[src/rtl/alu_ctrl_if.sv]
// alu_ctrl_pkg / alu_ctrl_if
//   Opcode type shared by the controller, its ALU and the instruction source,
//   and the instruction/response handshake bundle between a host and alu_ctrl.
//   master : instruction source (drives instr_*, resp_ready)
//   slave  : alu_ctrl (drives instr_ready, resp_valid, resp_data)
//   Build option: ALU_CTRL_IMM_EN adds instr_imm_sel / instr_imm.
`ifndef WORD_SIZE
`define WORD_SIZE 8
`endif

package alu_ctrl_pkg;
   typedef enum logic [3:0] {
      ADD = 4'd0,
      ADC = 4'd1,
      SUB = 4'd2,
      AND = 4'd3,
      OR  = 4'd4,
      XOR = 4'd5,
      CMP = 4'd6,
      INC = 4'd7,
      DEC = 4'd8,
      SHR = 4'd9,
      SHL = 4'd10
   } opcode_t;
endpackage

interface alu_ctrl_if #(
   parameter int WORD_SIZE = `WORD_SIZE,
   parameter int REG_AW    = 3
);
   import alu_ctrl_pkg::*;

   logic                 instr_valid;
   logic                 instr_ready;
   opcode_t              instr_op;
   logic [REG_AW-1:0]    instr_rx;
   logic [REG_AW-1:0]    instr_ry;
`ifdef ALU_CTRL_IMM_EN
   logic                 instr_imm_sel;
   logic [WORD_SIZE-1:0] instr_imm;
`endif
   logic                 resp_valid;
   logic                 resp_ready;
   logic [WORD_SIZE-1:0] resp_data;

`ifdef ALU_CTRL_IMM_EN
   modport master (
      output instr_valid, instr_op, instr_rx, instr_ry, instr_imm_sel, instr_imm, resp_ready,
      input  instr_ready, resp_valid, resp_data
   );
   modport slave (
      input  instr_valid, instr_op, instr_rx, instr_ry, instr_imm_sel, instr_imm, resp_ready,
      output instr_ready, resp_valid, resp_data
   );
`else
   modport master (
      output instr_valid, instr_op, instr_rx, instr_ry, resp_ready,
      input  instr_ready, resp_valid, resp_data
   );
   modport slave (
      input  instr_valid, instr_op, instr_rx, instr_ry, resp_ready,
      output instr_ready, resp_valid, resp_data
   );
`endif
endinterface

[src/rtl/alu_ctrl.sv]
// alu_ctrl
//   Sequences one instruction at a time through an external combinational ALU:
//   reads operands from a small register file, writes the result back, updates
//   the architectural flags and returns the result over a response handshake.
// Ports
//   clk, rst_n                     clock, async active-low reset
//   bus (alu_ctrl_if.slave)        instruction / response handshake
//   alu_opcode/a/b/carry_in        drive to ALU (idle value ADD, 0, 0, 0)
//   alu_out, alu_flag_c/z/n        ALU results
//   flag_c, flag_z, flag_n         architectural flags
//   host_wr_en/addr/data           register preload (IDLE only, beats instructions)
//   dbg_addr / dbg_data            combinational register read
// Build option: ALU_CTRL_IMM_EN selects a latched immediate as operand b.
//
// state | meaning
// IDLE  | waiting for instruction; host preload writes allowed
// EXEC  | operands driven to ALU
// WB    | operands held; result, register and flags captured at end of cycle
// RESP  | resp_valid held until resp_ready
`ifndef WORD_SIZE
`define WORD_SIZE 8
`endif

module alu_ctrl
   import alu_ctrl_pkg::*;
#(
   parameter int WORD_SIZE = `WORD_SIZE,
   parameter int NUM_REGS  = 8
) (
   input  logic                        clk,
   input  logic                        rst_n,
   alu_ctrl_if.slave                   bus,
   output opcode_t                     alu_opcode,
   output logic [WORD_SIZE-1:0]        alu_a,
   output logic [WORD_SIZE-1:0]        alu_b,
   output logic                        alu_carry_in,
   input  logic [WORD_SIZE-1:0]        alu_out,
   input  logic                        alu_flag_c,
   input  logic                        alu_flag_z,
   input  logic                        alu_flag_n,
   output logic                        flag_c,
   output logic                        flag_z,
   output logic                        flag_n,
   input  logic                        host_wr_en,
   input  logic [$clog2(NUM_REGS)-1:0] host_wr_addr,
   input  logic [WORD_SIZE-1:0]        host_wr_data,
   input  logic [$clog2(NUM_REGS)-1:0] dbg_addr,
   output logic [WORD_SIZE-1:0]        dbg_data
);
   localparam int REG_AW = $clog2(NUM_REGS);

   typedef enum logic [1:0] {IDLE, EXEC, WB, RESP} state_t;

   state_t               state, state_nx;
   opcode_t              op_q;
   logic [REG_AW-1:0]    rx_q, ry_q;
   logic [WORD_SIZE-1:0] resp_data_q;
   logic [WORD_SIZE-1:0] regs [NUM_REGS];
   logic [WORD_SIZE-1:0] operand_b;
   logic                 accept;
`ifdef ALU_CTRL_IMM_EN
   logic                 imm_sel_q;
   logic [WORD_SIZE-1:0] imm_q;
`endif

   // rst_n term keeps instr_ready low while reset is held, even though the
   // state register already reads IDLE.
   assign bus.instr_ready = rst_n && (state == IDLE) && !host_wr_en;
   assign accept          = bus.instr_valid && bus.instr_ready;
   assign bus.resp_valid  = (state == RESP);
   assign bus.resp_data   = resp_data_q;
   assign dbg_data        = regs[dbg_addr];

`ifdef ALU_CTRL_IMM_EN
   assign operand_b = imm_sel_q ? imm_q : regs[ry_q];
`else
   assign operand_b = regs[ry_q];
`endif

   always_ff @(posedge clk or negedge rst_n) begin
      if (!rst_n) begin
         state       <= IDLE;
         op_q        <= ADD;
         rx_q        <= '0;
         ry_q        <= '0;
         resp_data_q <= '0;
         flag_c      <= 1'b0;
         flag_z      <= 1'b0;
         flag_n      <= 1'b0;
`ifdef ALU_CTRL_IMM_EN
         imm_sel_q   <= 1'b0;
         imm_q       <= '0;
`endif
         for (int i = 0; i < NUM_REGS; i++) regs[i] <= '0;
      end else begin
         state <= state_nx;
         if (accept) begin
            op_q <= bus.instr_op;
            rx_q <= bus.instr_rx;
            ry_q <= bus.instr_ry;
`ifdef ALU_CTRL_IMM_EN
            imm_sel_q <= bus.instr_imm_sel;
            imm_q     <= bus.instr_imm;
`endif
         end
         if ((state == IDLE) && host_wr_en) regs[host_wr_addr] <= host_wr_data;
         if (state == WB) begin
            resp_data_q <= alu_out;
            if (op_q != CMP) regs[rx_q] <= alu_out;
            case (op_q)
               ADD, ADC, SUB: begin
                  flag_c <= alu_flag_c;
                  flag_z <= alu_flag_z;
                  flag_n <= alu_flag_n;
               end
               AND, OR, XOR, CMP: begin
                  flag_z <= alu_flag_z;
                  flag_n <= alu_flag_n;
               end
               default: ;
            endcase
         end
      end
   end

   always_comb begin
      state_nx     = state;
      alu_opcode   = ADD;
      alu_a        = '0;
      alu_b        = '0;
      alu_carry_in = 1'b0;
      if ((state == EXEC) || (state == WB)) begin
         alu_opcode   = op_q;
         alu_a        = regs[rx_q];
         alu_b        = operand_b;
         alu_carry_in = flag_c;
      end
      case (state)
         IDLE:    if (accept) state_nx = EXEC;
         EXEC:    state_nx = WB;
         WB:      state_nx = RESP;
         RESP:    if (bus.resp_ready) state_nx = IDLE;
         default: state_nx = IDLE;
      endcase
   end
endmodule
[src/flat_wrapper.sv]
// flat-port wrapper written by rule: the top's interface ports become plain ports
module alu_ctrl_flat import alu_ctrl_pkg::*;
#(
   parameter int WORD_SIZE = `WORD_SIZE,
   parameter int NUM_REGS  = 8
)
  (clk, rst_n, alu_opcode, alu_a, alu_b, alu_carry_in, alu_out, alu_flag_c, alu_flag_z, alu_flag_n, flag_c, flag_z, flag_n, host_wr_en, host_wr_addr, host_wr_data, dbg_addr, dbg_data, bus_instr_valid, bus_instr_op, bus_instr_rx, bus_instr_ry, bus_resp_ready, bus_instr_ready, bus_resp_valid, bus_resp_data);
  alu_ctrl_if #(.WORD_SIZE(WORD_SIZE)) bus_i ();
  input  logic clk;
  input  logic rst_n;
  output opcode_t alu_opcode;
  output logic [WORD_SIZE-1:0] alu_a;
  output logic [WORD_SIZE-1:0] alu_b;
  output logic alu_carry_in;
  input  logic [WORD_SIZE-1:0] alu_out;
  input  logic alu_flag_c;
  input  logic alu_flag_z;
  input  logic alu_flag_n;
  output logic flag_c;
  output logic flag_z;
  output logic flag_n;
  input  logic host_wr_en;
  input  logic [$clog2(NUM_REGS)-1:0] host_wr_addr;
  input  logic [WORD_SIZE-1:0] host_wr_data;
  input  logic [$clog2(NUM_REGS)-1:0] dbg_addr;
  output logic [WORD_SIZE-1:0] dbg_data;
  input wire logic [$bits(bus_i.instr_valid)-1:0] bus_instr_valid;
  input wire logic [$bits(bus_i.instr_op)-1:0] bus_instr_op;
  input wire logic [$bits(bus_i.instr_rx)-1:0] bus_instr_rx;
  input wire logic [$bits(bus_i.instr_ry)-1:0] bus_instr_ry;
  input wire logic [$bits(bus_i.resp_ready)-1:0] bus_resp_ready;
  output wire logic [$bits(bus_i.instr_ready)-1:0] bus_instr_ready;
  output wire logic [$bits(bus_i.resp_valid)-1:0] bus_resp_valid;
  output wire logic [$bits(bus_i.resp_data)-1:0] bus_resp_data;
  assign bus_i.instr_valid = bus_instr_valid;
  assign bus_i.instr_op = bus_instr_op;
  assign bus_i.instr_rx = bus_instr_rx;
  assign bus_i.instr_ry = bus_instr_ry;
  assign bus_i.resp_ready = bus_resp_ready;
  assign bus_instr_ready = bus_i.instr_ready;
  assign bus_resp_valid = bus_i.resp_valid;
  assign bus_resp_data = bus_i.resp_data;
  alu_ctrl #(.WORD_SIZE(WORD_SIZE), .NUM_REGS(NUM_REGS)) u_core (.clk(clk), .rst_n(rst_n), .bus(bus_i), .alu_opcode(alu_opcode), .alu_a(alu_a), .alu_b(alu_b), .alu_carry_in(alu_carry_in), .alu_out(alu_out), .alu_flag_c(alu_flag_c), .alu_flag_z(alu_flag_z), .alu_flag_n(alu_flag_n), .flag_c(flag_c), .flag_z(flag_z), .flag_n(flag_n), .host_wr_en(host_wr_en), .host_wr_addr(host_wr_addr), .host_wr_data(host_wr_data), .dbg_addr(dbg_addr), .dbg_data(dbg_data));
endmodule
[config.mk]
export PLATFORM = sky130hd
export DESIGN_NAME = alu_ctrl_flat
export DESIGN_NICKNAME = d
export VERILOG_FILES = /design/src/rtl/alu_ctrl_if.sv /design/src/rtl/alu_ctrl.sv /design/src/flat_wrapper.sv
export SDC_FILE = /design/constraint.sdc
export NUM_CORES = 1
export LEC_CHECK = 0
export BUFFER_PORTS_ARGS = -buffer_cell sky130_fd_sc_hd__buf_2
export CAP_MARGIN = 20
export CORE_AREA = 4 4 118 120
export DETAILED_ROUTE_END_ITERATION = 8
export DIE_AREA = 0 0 122 124
export PLACE_DENSITY_LB_ADDON = 0.2
export SKIP_LAST_GASP = 1
export SLEW_MARGIN = 20
export SYNTH_ARGS = -nofsm -noshare
export SYNTH_HDL_FRONTEND = slang
export SYNTH_SLANG_ARGS = --single-unit
[constraint.sdc]
create_clock -name clk -period 5.2 [get_ports clk]
set_input_delay 0.26 -clock clk [delete_from_list [all_inputs] [get_ports clk]]
set_output_delay 0.26 -clock clk [all_outputs]
set_load 0.005 [all_outputs]
# Word level (Yosys, flattened, before mapping)

Index checks and enable logic that the tools add are counted.

Reduce and logical (&&, ||, !) cells: 15
Order comparisons: 6
Muxes and demuxes: 25
Bitwise logic cells: 4
Equal/unequal tests: 12

Operators by type and width:

| operator                                                   | count |
|---|---|
| 2-to-1 mux 64 bit                                          | 3 |
| bitwise mux 64 bit                                         | 2 |
| 2-to-1 mux 8 bit                                           | 10 |
| binary-select mux 8 bit (select 3 bit)                     | 3 |
| demux 8 bit (select 3 bit)                                 | 2 |
| >= comparator 4 bit, second input constant                 | 4 |
| inverter 3 -> 4 bit                                        | 4 |
| == test 4 x 3 -> 1 bit, second input constant              | 3 |
| == test 4 x 2 -> 1 bit, second input constant              | 2 |
| less-than comparator 4 x 1 -> 1 bit, second input constant | 2 |
| one-hot mux 2 bit (4 select lines)                         | 1 |
| OR reduction 7 bit                                         | 1 |
| logical AND 1 bit                                          | 6 |
| AND reduction 2 bit                                        | 3 |
| == test 2 bit, second input constant                       | 2 |
| == test 4 x 1 -> 1 bit, second input constant              | 1 |
| zero test 4 bit                                            | 1 |
| 2-to-1 mux 2 bit                                           | 2 |
| 2-to-1 mux 4 bit                                           | 1 |
| != test 4 x 3 -> 1 bit, second input constant              | 1 |
| OR reduction 3 bit                                         | 1 |
| == test 2 x 1 -> 1 bit, second input constant              | 1 |
| zero test 2 bit                                            | 1 |
| != test 2 x 1 -> 1 bit, second input constant              | 1 |
| other kinds (4)                                            | 4 |

Output and inout bits: 42
Bits in registers: 87
Logic and storage cells: 78

# Depth between registers and ports, before layout

Word-level depth: 10
Depth in mapped cells: 8

# Least setup slack after synthesis

No wires, ideal clock.

Path kind: reg-to-reg
Start point: register u_core.state[0]
End point: register u_core.flag_c
Arrival: 1.625 ns
Slack: 3.450 ns
Clock period less this slack: 1.750 ns
Path buffers: 1
Stages on the path, launching flop included: 7
Required time: 5.075 ns
Cells stage by stage: dfrtp_1 -> inv_1 -> ha_1 -> buf_2 -> inv_1 -> a2111oi_0 -> mux2_2

Word-level cells in the longest chain between the ends: 2

Ends and longest elaborated chain:

| element                       | RTL line        | RTL |
|---|---|---|
| from (decl)                   | alu_ctrl.sv:54  | `state_t state, state_nx;` |
| from (signal assigned)        | alu_ctrl.sv:96  | `state <= state_nx;` |
| == test 2 bit                 | alu_ctrl.sv:107 | `if (state == WB) begin` |
| AND reduction 2 bit (no line) | --              |  |
| to (signal assigned)          | alu_ctrl.sv:112 | `flag_c <= alu_flag_c;` |
| to (decl)                     | alu_ctrl.sv:41  | `output logic flag_c,` |

Every way passes these cells.
A chain may end at the register's enable or synchronous reset.

# Worst setup path after layout

Start point: register u_core.state[0]
End point: register u_core.regs[16] (netlist name)

Word-level cells in the longest chain between the ends: 6

Ends and longest elaborated chain:

| element                         | RTL line        | RTL |
|---|---|---|
| zero test 2 bit                 | alu_ctrl.sv:106 | `if ((state == IDLE) && host_wr_en) regs[host_wr_addr] <= host_wr_data;` |
| logical AND 1 bit               | alu_ctrl.sv:106 |  |
| 2-to-1 mux 64 bit               | alu_ctrl.sv:106 |  |
| bitwise mux 64 bit              | alu_ctrl.sv:109 | `if (op_q != CMP) regs[rx_q] <= alu_out;` |
| 2-to-1 mux 64 bit               | alu_ctrl.sv:109 |  |
| 2-to-1 mux 64 bit *             | alu_ctrl.sv:107 |  |
| to (signal, indexed assignment) | alu_ctrl.sv:106 |  |
| to (signal, indexed assignment) | alu_ctrl.sv:109 |  |
| to (decl)                       | alu_ctrl.sv:58  | `logic [WORD_SIZE-1:0] regs [NUM_REGS];` |

Every way passes the cells marked *; elsewhere a longest branch is shown, timed or not.

==> flow_summary.toml <==
[status]
status = "completed"

[critical_path]
endpoint_kind = "flip-flop"
path_max_fanout = 16
critPathLaunchType = "flip-flop"
r2r_cells = 5
crit_arrival_ns = 2.76
required_ns = 5.38
path_class = "flip-flop to flip-flop"

[sta]
slew_viol_final = 0
skew_ns = 0.00754
setup_viol = 0
fin_crit_sh_pct = 49.5
tns_ns = 0
min_period_ns = 2.58
fmax_mhz = 388
worst_slew_pin_slew_ns = 1.02
hold_violations = 0
relSlewSlack_pct = 31.5
rsz0062_at_grt = "no"

[placed_design]
dp.cells = 732
post-dp-hpwl_um = 11500
dpl-instance-area_um2 = 6050
gp_congestion = 0.864
io_buffers = 81

[cts]
hold_buffers = 1
postCtsSetupBuffers = 0
worstSkewPairLatency_ns = 0.35
clk_pin_slew_ns = 0.07
cts_buffer_depth = 2
tritoncts = "done"
cts_resized = 0
numCtsBuffers = 9
cts_root_buffer = "clkbuf_16"
cts-htree-levels = 3
cts_sinks = 87

[detailed_routing]
wire_per_inst_um = 22.5
drc = 0
drt-total-wl_um = 16900
drtIter0Drc = 290
drtPass1Iterations = 5
ant_nets = 0
via_per_inst = 5.84
vias = 4377

[yosys]
netlist_instances = 521
async_flop_share_pct = 100
synth_edf_count = 0
syn_area_per_cell_um2 = 10.8
netlist_area_um2 = 5650
seq_area_frac_synth_pct = 38.6
synth_top_area_share_pct = 38.6
synth.area.top_cells = "dfrtp_1, mux2i_1, mux4_2, mux2_2, nor2_1"
ys_ff_latch = 87
yosysTopAreaCell = "dfrtp_1"
synth_nets = 565
synthDistinctLibCells = 44
synth-main-ff-cell = "dfrtp_1"
synth_warnings = 0

[pwr]
peakVddDrop_mv = 0.298
power.density_nw_per_um2 = 634
p_leak_nw = 2.68

[floorplan]
io_pins = 82
row_count = 42
core_um2 = 13000
die_area_um2 = 15100
die_y_um = 124
die_w_um = 122
start_util_pct = 43.5

[global_routing]
grt_max_degree = 54
antenna_found_initial = 0
grt_pass1_wl_um = 26300
grt-ovfl-total = 0
grt_pass1_vias = 4374
grt_usage_pct = 23.5

[final_layout]
diodes = 0
final_area_um2 = 6360
fin_util_pct = 49.0
finalNetCount = 612
mostFrequentLayoutCells = "mux2i_1, dfrtp_1, buf_2"
fin_cells = 749
final_common_cell = "mux2i_1"
area_growth_pct = 12.7
drive_gt1_share_pct = 30.4

[run]
maxCapViolCount = 0

[hold_path]
worst_hold_path.num_cells = 2
hold_class = "input port to flip-flop"
layer usage:
metal	part of all wire, %	track usage (%)	routed length [µm]
met5	0	0	0
met2	49	38.3	8340
met4	2.7	9.03	461
met3	5.2	3.72	874
met1	43	31.7	7180
cell usage after synthesis (4+ instances only):
library cell,number
buf_2,17
nand2b_1,4
buf_1,12
nor2_2,6
inv_1,5
mux2_2,29
a21oi_1,35
mux4_2,33
clkbuf_1,14
ha_1,4
nand3_1,4
nor2_1,51
o21ai_0,30
o22ai_1,8
dfrtp_1,87
mux2i_1,96
nand2_1,40
and2_1,6
area by class of cell:
| type | count | area, µm² |
|---|---|---|
| fillers | 1246 | 6620 |
| multi-input cells | 381 | 3210 |
| flip-flops and latches | 87 | 2180 |
| repair buffers | 84 | 433 |
| clock buffers | 9 | 225 |
| well taps | 176 | 220 |
| clock inverters | 7 | 72.6 |
| inverters | 5 | 18.8 |
flip-flops by register name, indices dropped and copies added, names as in the netlist:
| register | count |
|---|---|
| u_core.regs | 64 |
| u_core.bus.resp_data | 8 |
| u_core.op_q | 4 |
| u_core.rx_q | 3 |
| u_core.ry_q | 3 |
| u_core.state | 2 |
| u_core.flag_c | 1 |
| u_core.flag_n | 1 |
| u_core.flag_z | 1 |
critical path, stage by stage (launching register included):
cell	delay (ns)
dfrtp_1	0.39
inv_1	0.12
ha_1	0.59
nand2_1	0.26
nor3_2	0.82
o21ai_0	0.22
per-stage QoR:
step | hold WS (ns) | total power, mW | worst slack, ns
after floorplan | -0.0356 | 2.71 | 3.45
after global placement | 0.252 | 3.36 | 2.68
after detailed placement | 0.250 | 3.40 | 2.57
after CTS | 0.133 | 4.06 | 2.59
after global routing | 0.138 | 4.33 | 2.37
final | 0.140 | 4.04 | 2.62
worst paths after layout:
check | startpoint | to | slack [ns]
hold reg to reg | u_core.flag_n | u_core.flag_n | 0.50
max in group asynchronous | rst_n | u_core.regs[8] | 3.66
hold / removal | alu_flag_c | u_core.flag_c | 0.14
min in group asynchronous | rst_n | u_core.regs[56] | 0.40
setup / recovery | u_core.state[0] | u_core.regs[16] | 2.62
setup reg to reg | u_core.state[0] | u_core.regs[16] | 2.62
power breakdown:
part	switching, mW	leakage (nW)	internal (mW)	total (mW)
registers	0.446	1.04	1.01	1.45
clock network	0.288	0.142	0.373	0.661
logic	0.889	1.50	1.03	1.92
kinds of logic after synthesis:
group | after synthesis | share of synthesized area (%)
and+or+nand+nor | 128 | 10.7
AOI/OAI and AO/OA | 90 | 8.95
buffers and inverters | 53 | 4.50
DFF | 87 | 38.6
adders and majority gates | 4 | 0.887
muxes | 159 | 36.4
(Power assumes the default switching activity.)
